==> config.mk <==
export PLATFORM = sky130hd
export DESIGN_NAME = fp_mac_seq
export DESIGN_NICKNAME = d
export VERILOG_FILES = /design/src/rtl/fp_mac_seq.sv
export SDC_FILE = /design/constraint.sdc
export NUM_CORES = 1
export LEC_CHECK = 0
export ABC_CLOCK_PERIOD_IN_PS = 7050
export BUFFER_PORTS_ARGS = -buffer_cell sky130_fd_sc_hd__buf_2
export CORE_UTILIZATION = 51
export CTS_CLUSTER_DIAMETER = 200
export DETAILED_ROUTE_END_ITERATION = 10
export PLACE_DENSITY = 0.8
export SYNTH_ARGS = -nofsm -noshare
export SYNTH_HDL_FRONTEND = slang
export SYNTH_SLANG_ARGS = --single-unit
==> constraint.sdc <==
create_clock -name CLK -period 7.05 [get_ports CLK]
set_clock_uncertainty 0.2 [all_clocks]
set_input_delay 1.41 -clock CLK [delete_from_list [all_inputs] [get_ports CLK]]
set_output_delay 1.41 -clock CLK [all_outputs]
set_load 0.005 [all_outputs]
==> src/rtl/fp_mac_seq.sv <==
// Dot-product sequencer: issues FP16 operand pairs one at a time into an external
// FP16xFP16+FP32 MAC, feeds the running sum back as C and returns the FP32 result.
// Optional FP_MAC_SEQ_ZERO_SKIP_EN: pairs with a +/-0 operand are accepted without a MAC issue.
module fp_mac_seq #(
    parameter int          LAT  = 6,
    parameter logic [31:0] INIT = 32'h0000_0000
) (
    input  logic        CLK,
    input  logic        RESET,
    input  logic        in_valid,
    output logic        in_ready,
    input  logic [15:0] in_a,
    input  logic [15:0] in_b,
    input  logic        in_last,
    output logic [15:0] mac_a,
    output logic [15:0] mac_b,
    output logic [31:0] mac_c,
    input  logic [31:0] mac_y,
    output logic        out_valid,
    input  logic        out_ready,
    output logic [31:0] out_y,
    output logic [15:0] out_count
);

    typedef enum logic [1:0] {IDLE, ISSUE, WAIT, DONE} state_t;

    localparam int CW = $clog2(LAT + 1);

    state_t          state, state_nx;
    logic [CW-1:0]   wait_cnt;
    logic            last_q;
    logic [31:0]     acc;
    logic            accept;
    logic            skip;
    logic            wait_done;

    assign accept    = in_valid & in_ready;
    assign wait_done = (wait_cnt == CW'(LAT));

`ifdef FP_MAC_SEQ_ZERO_SKIP_EN
    // Only signed zeros qualify; subnormals still go through the MAC.
    assign skip = (in_a[14:0] == 15'd0) || (in_b[14:0] == 15'd0);
`else
    assign skip = 1'b0;
`endif

    always_ff @(posedge CLK or posedge RESET) begin
        if (RESET) state <= IDLE;
        else       state <= state_nx;
    end

    always_comb begin
        state_nx = state;
        unique case (state)
            IDLE: begin
                if (accept) begin
                    if (!skip)        state_nx = ISSUE;
                    else if (in_last) state_nx = DONE;
                end
            end
            ISSUE: state_nx = WAIT;
            WAIT: begin
                if (wait_done) state_nx = last_q ? DONE : IDLE;
            end
            DONE: begin
                if (out_ready) state_nx = IDLE;
            end
            default: state_nx = IDLE;
        endcase
    end

    always_comb begin
        in_ready  = (state == IDLE);
        out_valid = (state == DONE);
    end

    // Datapath. The MAC inputs are zero outside ISSUE so the Y produced in
    // those cycles is harmless; only the Y belonging to the issued pair is captured.
    always_ff @(posedge CLK or posedge RESET) begin
        if (RESET) begin
            acc       <= INIT;
            mac_a     <= 16'd0;
            mac_b     <= 16'd0;
            mac_c     <= 32'd0;
            out_y     <= INIT;
            out_count <= 16'd0;
            wait_cnt  <= '0;
            last_q    <= 1'b0;
        end else begin
            unique case (state)
                IDLE: begin
                    if (accept) begin
                        last_q <= in_last;
                        if (out_count != 16'hFFFF) out_count <= out_count + 16'd1;
                        if (!skip) begin
                            mac_a <= in_a;
                            mac_b <= in_b;
                            mac_c <= acc;
                        end else if (in_last) begin
                            out_y <= acc;
                        end
                    end
                end
                ISSUE: begin
                    wait_cnt <= CW'(1);
                    mac_a    <= 16'd0;
                    mac_b    <= 16'd0;
                    mac_c    <= 32'd0;
                end
                WAIT: begin
                    if (wait_done) begin
                        acc      <= mac_y;
                        wait_cnt <= '0;
                        if (last_q) out_y <= mac_y;
                    end else begin
                        wait_cnt <= wait_cnt + CW'(1);
                    end
                end
                DONE: begin
                    if (out_ready) begin
                        acc       <= INIT;
                        out_count <= 16'd0;
                    end
                end
                default: ;
            endcase
        end
    end

endmodule

[Word-level counts from Yosys, hierarchy flattened]
Index checks and enable logic that the tools add are counted.
Word-level totals
  register bits: 150
  input port bits: 69
  output and inout bits: 114
Cells by class
  add/subtract/negate cells: 2
  eq/ne operators: 9
  mux-type cells: 20
  bitwise logic cells: 1
  reductions and logical operators: 11
Operators by type and width (count)
  one-hot mux 32 bit (2 select lines): 2
  two-way mux 32 bit: 3
  one-hot mux 16 bit (2 select lines): 3
  two-way mux 16 bit: 5
  adder 16 x 1 -> 16 bit (second input constant): 1
  inequality test 16 bit (second input constant): 1
  AND reduction 3 bit: 3
  two-way mux 2 bit: 4
  one-hot mux 2 bit (4 select lines): 1
  nonzero test 2 bit: 4
  inequality test 2 x 1 -> 1 bit (second input constant): 3
  one-hot mux 3 bit (2 select lines): 1
  equality test 2 bit (second input constant): 2
  AND reduction 2 bit: 2
  AND reduction 4 bit: 1
  adder 3 x 1 -> 3 bit (second input constant): 1
  equality test 3 bit (second input constant): 1
  two-way mux 3 bit: 1
  equality test 2 x 1 -> 1 bit (second input constant): 1
  zero test 2 bit: 1
  inequality test 2 bit (second input constant): 1
  bitwise AND 1 bit: 1

[Logic depth before layout (Yosys ltp)]
  depth after elaboration: 4
  depth in mapped cells: 8
  gate-level depth less buffers: 6

[Worst setup path after synthesis]
Ideal clock, no wire load.
  path kind: input to register
  from: in in_valid
  to: reg out_count[1]
  arrival: 2.420 ns
  setup slack: 4.306 ns
  stages: 5
  cells stage by stage: nor2b_4 -> or3_1 -> buf_2 -> a21oi_1 -> mux2_2
Between the ends
  longest elaborated chain between the ends: 3
RTL lines
  from (decl): line 10  | input logic in_valid,
  bitwise AND 1 bit: line 37  | assign accept = in_valid & in_ready;
  inequality test 2 x 1 -> 1 bit (no source line)
  AND reduction 4 bit (no source line)
  to (signal assigned): line 94  | if (out_count != 16'hFFFF) out_count <= out_count + 16'd1;
  to (decl): line 22  | output logic [15:0] out_count
No other way between the ends.
A chain may end at the register's enable or synchronous reset.

[Worst setup path after layout]
  from: reg state[1]
  to: out out_valid
Between the ends
  longest elaborated chain between the ends: 1
RTL lines
  from (decl): line 29  | state_t state, state_nx;
  from (signal assigned): line 49  | else state <= state_nx;
  equality test 2 bit: line 74  | out_valid = (state == DONE);
  to (decl): line 19  | output logic out_valid,
No other way between the ends.

==> flow_summary.toml <==
[job]
drv_cap = 0

[worst_setup_path]
critPathTopFamily = "adder cells"
r2r_cells = 5
endpoint = "out_valid"
crit_chain = "ha_1 > buf_2"
crit_type = "flip-flop to output port"
worst-path-buf-inv = 1
start_kind = "flip-flop"
r2r_slack_ns = 4.39
worst_path_max_delay_cell = "ha_1"
cp_num_cells = 2
crit_start = "state[1]$_DFFE_PP0P_"
slowest_delay_ns = 0.59
worstPathRequired_ns = 5.44
endpoint_kind = "output port"
timing.rr.start = "state[0]$_DFFE_PP0P_"
cp.arrival_ns = 1.65
rr_endpoint = "mac_b[4]$_DFFE_PP0P_"
crit_fanout = 17

[grt]
grt_util_met3_pct = 6.52
busiest_layer = "met2"
grt_usage_pct = 24.2
grt_pass1_wl_mm = 21.8
grt-ovfl-total = 0
grt_util_met1_pct = 32.6
grt_util_met2_pct = 37.6
first_global_vias = 4366
grt_max_degree = 91
antenna_found_initial = 0

[yosys]
synth_cells = 432
ys_warn_count = 0
ys.flop_type = "dfrtp_1"
seq_area_frac_synth_pct = 63.7
synthesis.area_sq_um = 5890
yosysTopAreaCellShare_pct = 63.7
synth_edf_count = 0
yosys-top-cells-count = "dfrtp_1 (150), a22o_1 (101), mux2_2 (35), clkbuf_1 (19), nor2_1 (15)"
synth_top_area_cell = "dfrtp_1"
synth_area_leaders = "dfrtp_1 (64%), a22o_1 (15%), mux2_2 (6.7%)"
synth_seq_cells = 150
syn_area_per_cell_sq_um = 13.6
yosysMostFrequentCell = "dfrtp_1"
async_flop_share_pct = 100
synth.distinct_cells = 38
syn_nets = 506

[layout]
fillCellCount = 787
antenna_cells = 0
utilization_pct = 68.4
drive_gt1_share_pct = 41.2
nNetsFinal = 685
area_delta_synth_final_pct = 28.0

[outcome]
status = "finished clean"

[clocking]
cts_max_path_buffers = 2
cts_tree = "yes"
numCtsBuffers = 17
cts_root_buffer = "clkbuf_16"
post_cts_resized = 0
clk_latency_ns = 0.41
htreeDepth = 4
postCtsHoldBufs = 0
path_clk_slew_ns = 0.06
postCtsSetupBuffers = 0
clkSinkCount = 150

[die]
fp.dieW_microns = 109
start_util_pct = 53.4
rows = 38
coreArea_sq_um = 11000
die_y_microns = 109
pin_count = 183
dieArea_sq_um = 12000

[timing]
hold_viol = 0
slew_viol_final = 0
slew_headroom_pct = 28.4
fin_tns_setup_ns = 0
rsz0062_at_grt = "no"
finalCritPeriodShare_pct = 46.3
max_freq_mhz = 307
setup_viol = 0
period_minus_slack_ns = 3.26
tightestPinTransition_ns = 1.07

[power]
p_per_area_nw_per_um2 = 352
peakVddDrop_mv = 0.190
leakagePower_uw = 0.00404

[detailed_routing]
vias = 4444
drtPass1Iterations = 7
wire_per_inst_microns = 18.0
route.detailed.drc = 0
drt_wl_total_mm = 13.7
vias_per_cell = 5.82
ant_nets = 0
drt_iter0_markers = 305

[placed_design]
gp_congestion = 0.899
portBuffers = 182
dpl.hpwl_mm = 9.21

[worst_hold_path]
hp-class = "flip-flop to flip-flop"
## per-layer routing
metal	vias to the layer above	part of all wire [%]
met1	2225	44
met5	-	0
met2	177	48
met4	0	1.6
li1	2018	-
met3	24	6.5
## power by group
group | switching [uW] | internal, uW
combinational | 390 | 257
sequential | 89.0 | 977
clock | 331 | 609
total | 810 | 1840
## placed cells by master, fill, tap and decap left out, drive strengths merged, types with 7 or more instances in the layout
master / Yosys / routed
a21oi: 7 / 7
a22o: 101 / 101
buf: 7 / 186
clkbuf: 19 / 23
dfrtp: 150 / 150
inv: 8 / 8
mux2: 35 / 35
nand2: 12 / 12
nand3: 9 / 9
nor2: 15 / 15
o21ai: 8 / 8
## sequential cells by signal (all words and copies together), names as in the netlist
name / count
acc: 32
mac_c: 32
out_y: 32
mac_a: 16
mac_b: 16
out_count: 16
wait_cnt: 3
state: 2
last_q: 1
## cell type report
| type | instances | area (sq um) | share of cell area (%) |
|---|---|---|---|
| clock inverters | 9 | 149 | 1.97 |
| inverters | 8 | 35.0 | 0.464 |
| clock buffers | 23 | 468 | 6.20 |
| flip-flops and latches | 150 | 3750 | 49.8 |
| repair buffers | 186 | 941 | 12.5 |
| well taps | 140 | 175 | 2.32 |
| multi-input cells | 248 | 2020 | 26.8 |
## metrics by stage
stage	total power [uW]	setup slack, ns	area, sq um	instances	hold WS, ns
finish	2650	3.79	7540	764	0.296
global placement	1690	3.88	6930	732	0.277
CTS	2670	3.75	7540	764	0.297
detailed placement	1730	3.83	6930	732	0.285
floorplan	1490	1.40	5890	432	0.266
global route	2790	3.67	7540	764	0.306
## cells by family (layout without fill, tap and decap cells)
group / Yosys count / count (layout) / synth area share, %
fa+ha+maj: 5 / 5 / 1.06
mux: 38 / 38 / 7.20
flops: 150 / 150 / 63.7
compound gates: 137 / 137 / 19.3
buf+inv: 34 / 226 / 2.53
simple gates: 68 / 68 / 6.22
## worst min-delay path by stage
stage / startpoint / endpoint / slack, ns / cells past startpoint
2_1_floorplan: acc[0]$_DFFE_PP0P_ / mac_c[0]$_DFFE_PP0P_ / 0.27 / 1
3_3_place_gp: acc[20]$_DFFE_PP0P_ / mac_c[20]$_DFFE_PP0P_ / 0.28 / 1
3_5_place_dp: mac_b[6]$_DFFE_PP0P_ / mac_b[6]$_DFFE_PP0P_ / 0.29 / 1
4_1_cts: acc[1]$_DFFE_PP0P_ / mac_c[1]$_DFFE_PP0P_ / 0.30 / 1
5_1_grt: out_y[4]$_DFFE_PP0P_ / out_y[4]$_DFFE_PP0P_ / 0.31 / 1
6_report: acc[26]$_DFFE_PP0P_ / mac_c[26]$_DFFE_PP0P_ / 0.30 / 1
## worst reg2reg max path: stages (launching register included)
cell and delay, ns:
dfrtp_1 0.42, inv_1 0.10, ha_1 0.36, mux2i_4 0.75
buf_4 0.52, a22o_1 0.24
(Power assumes the default switching activity.)
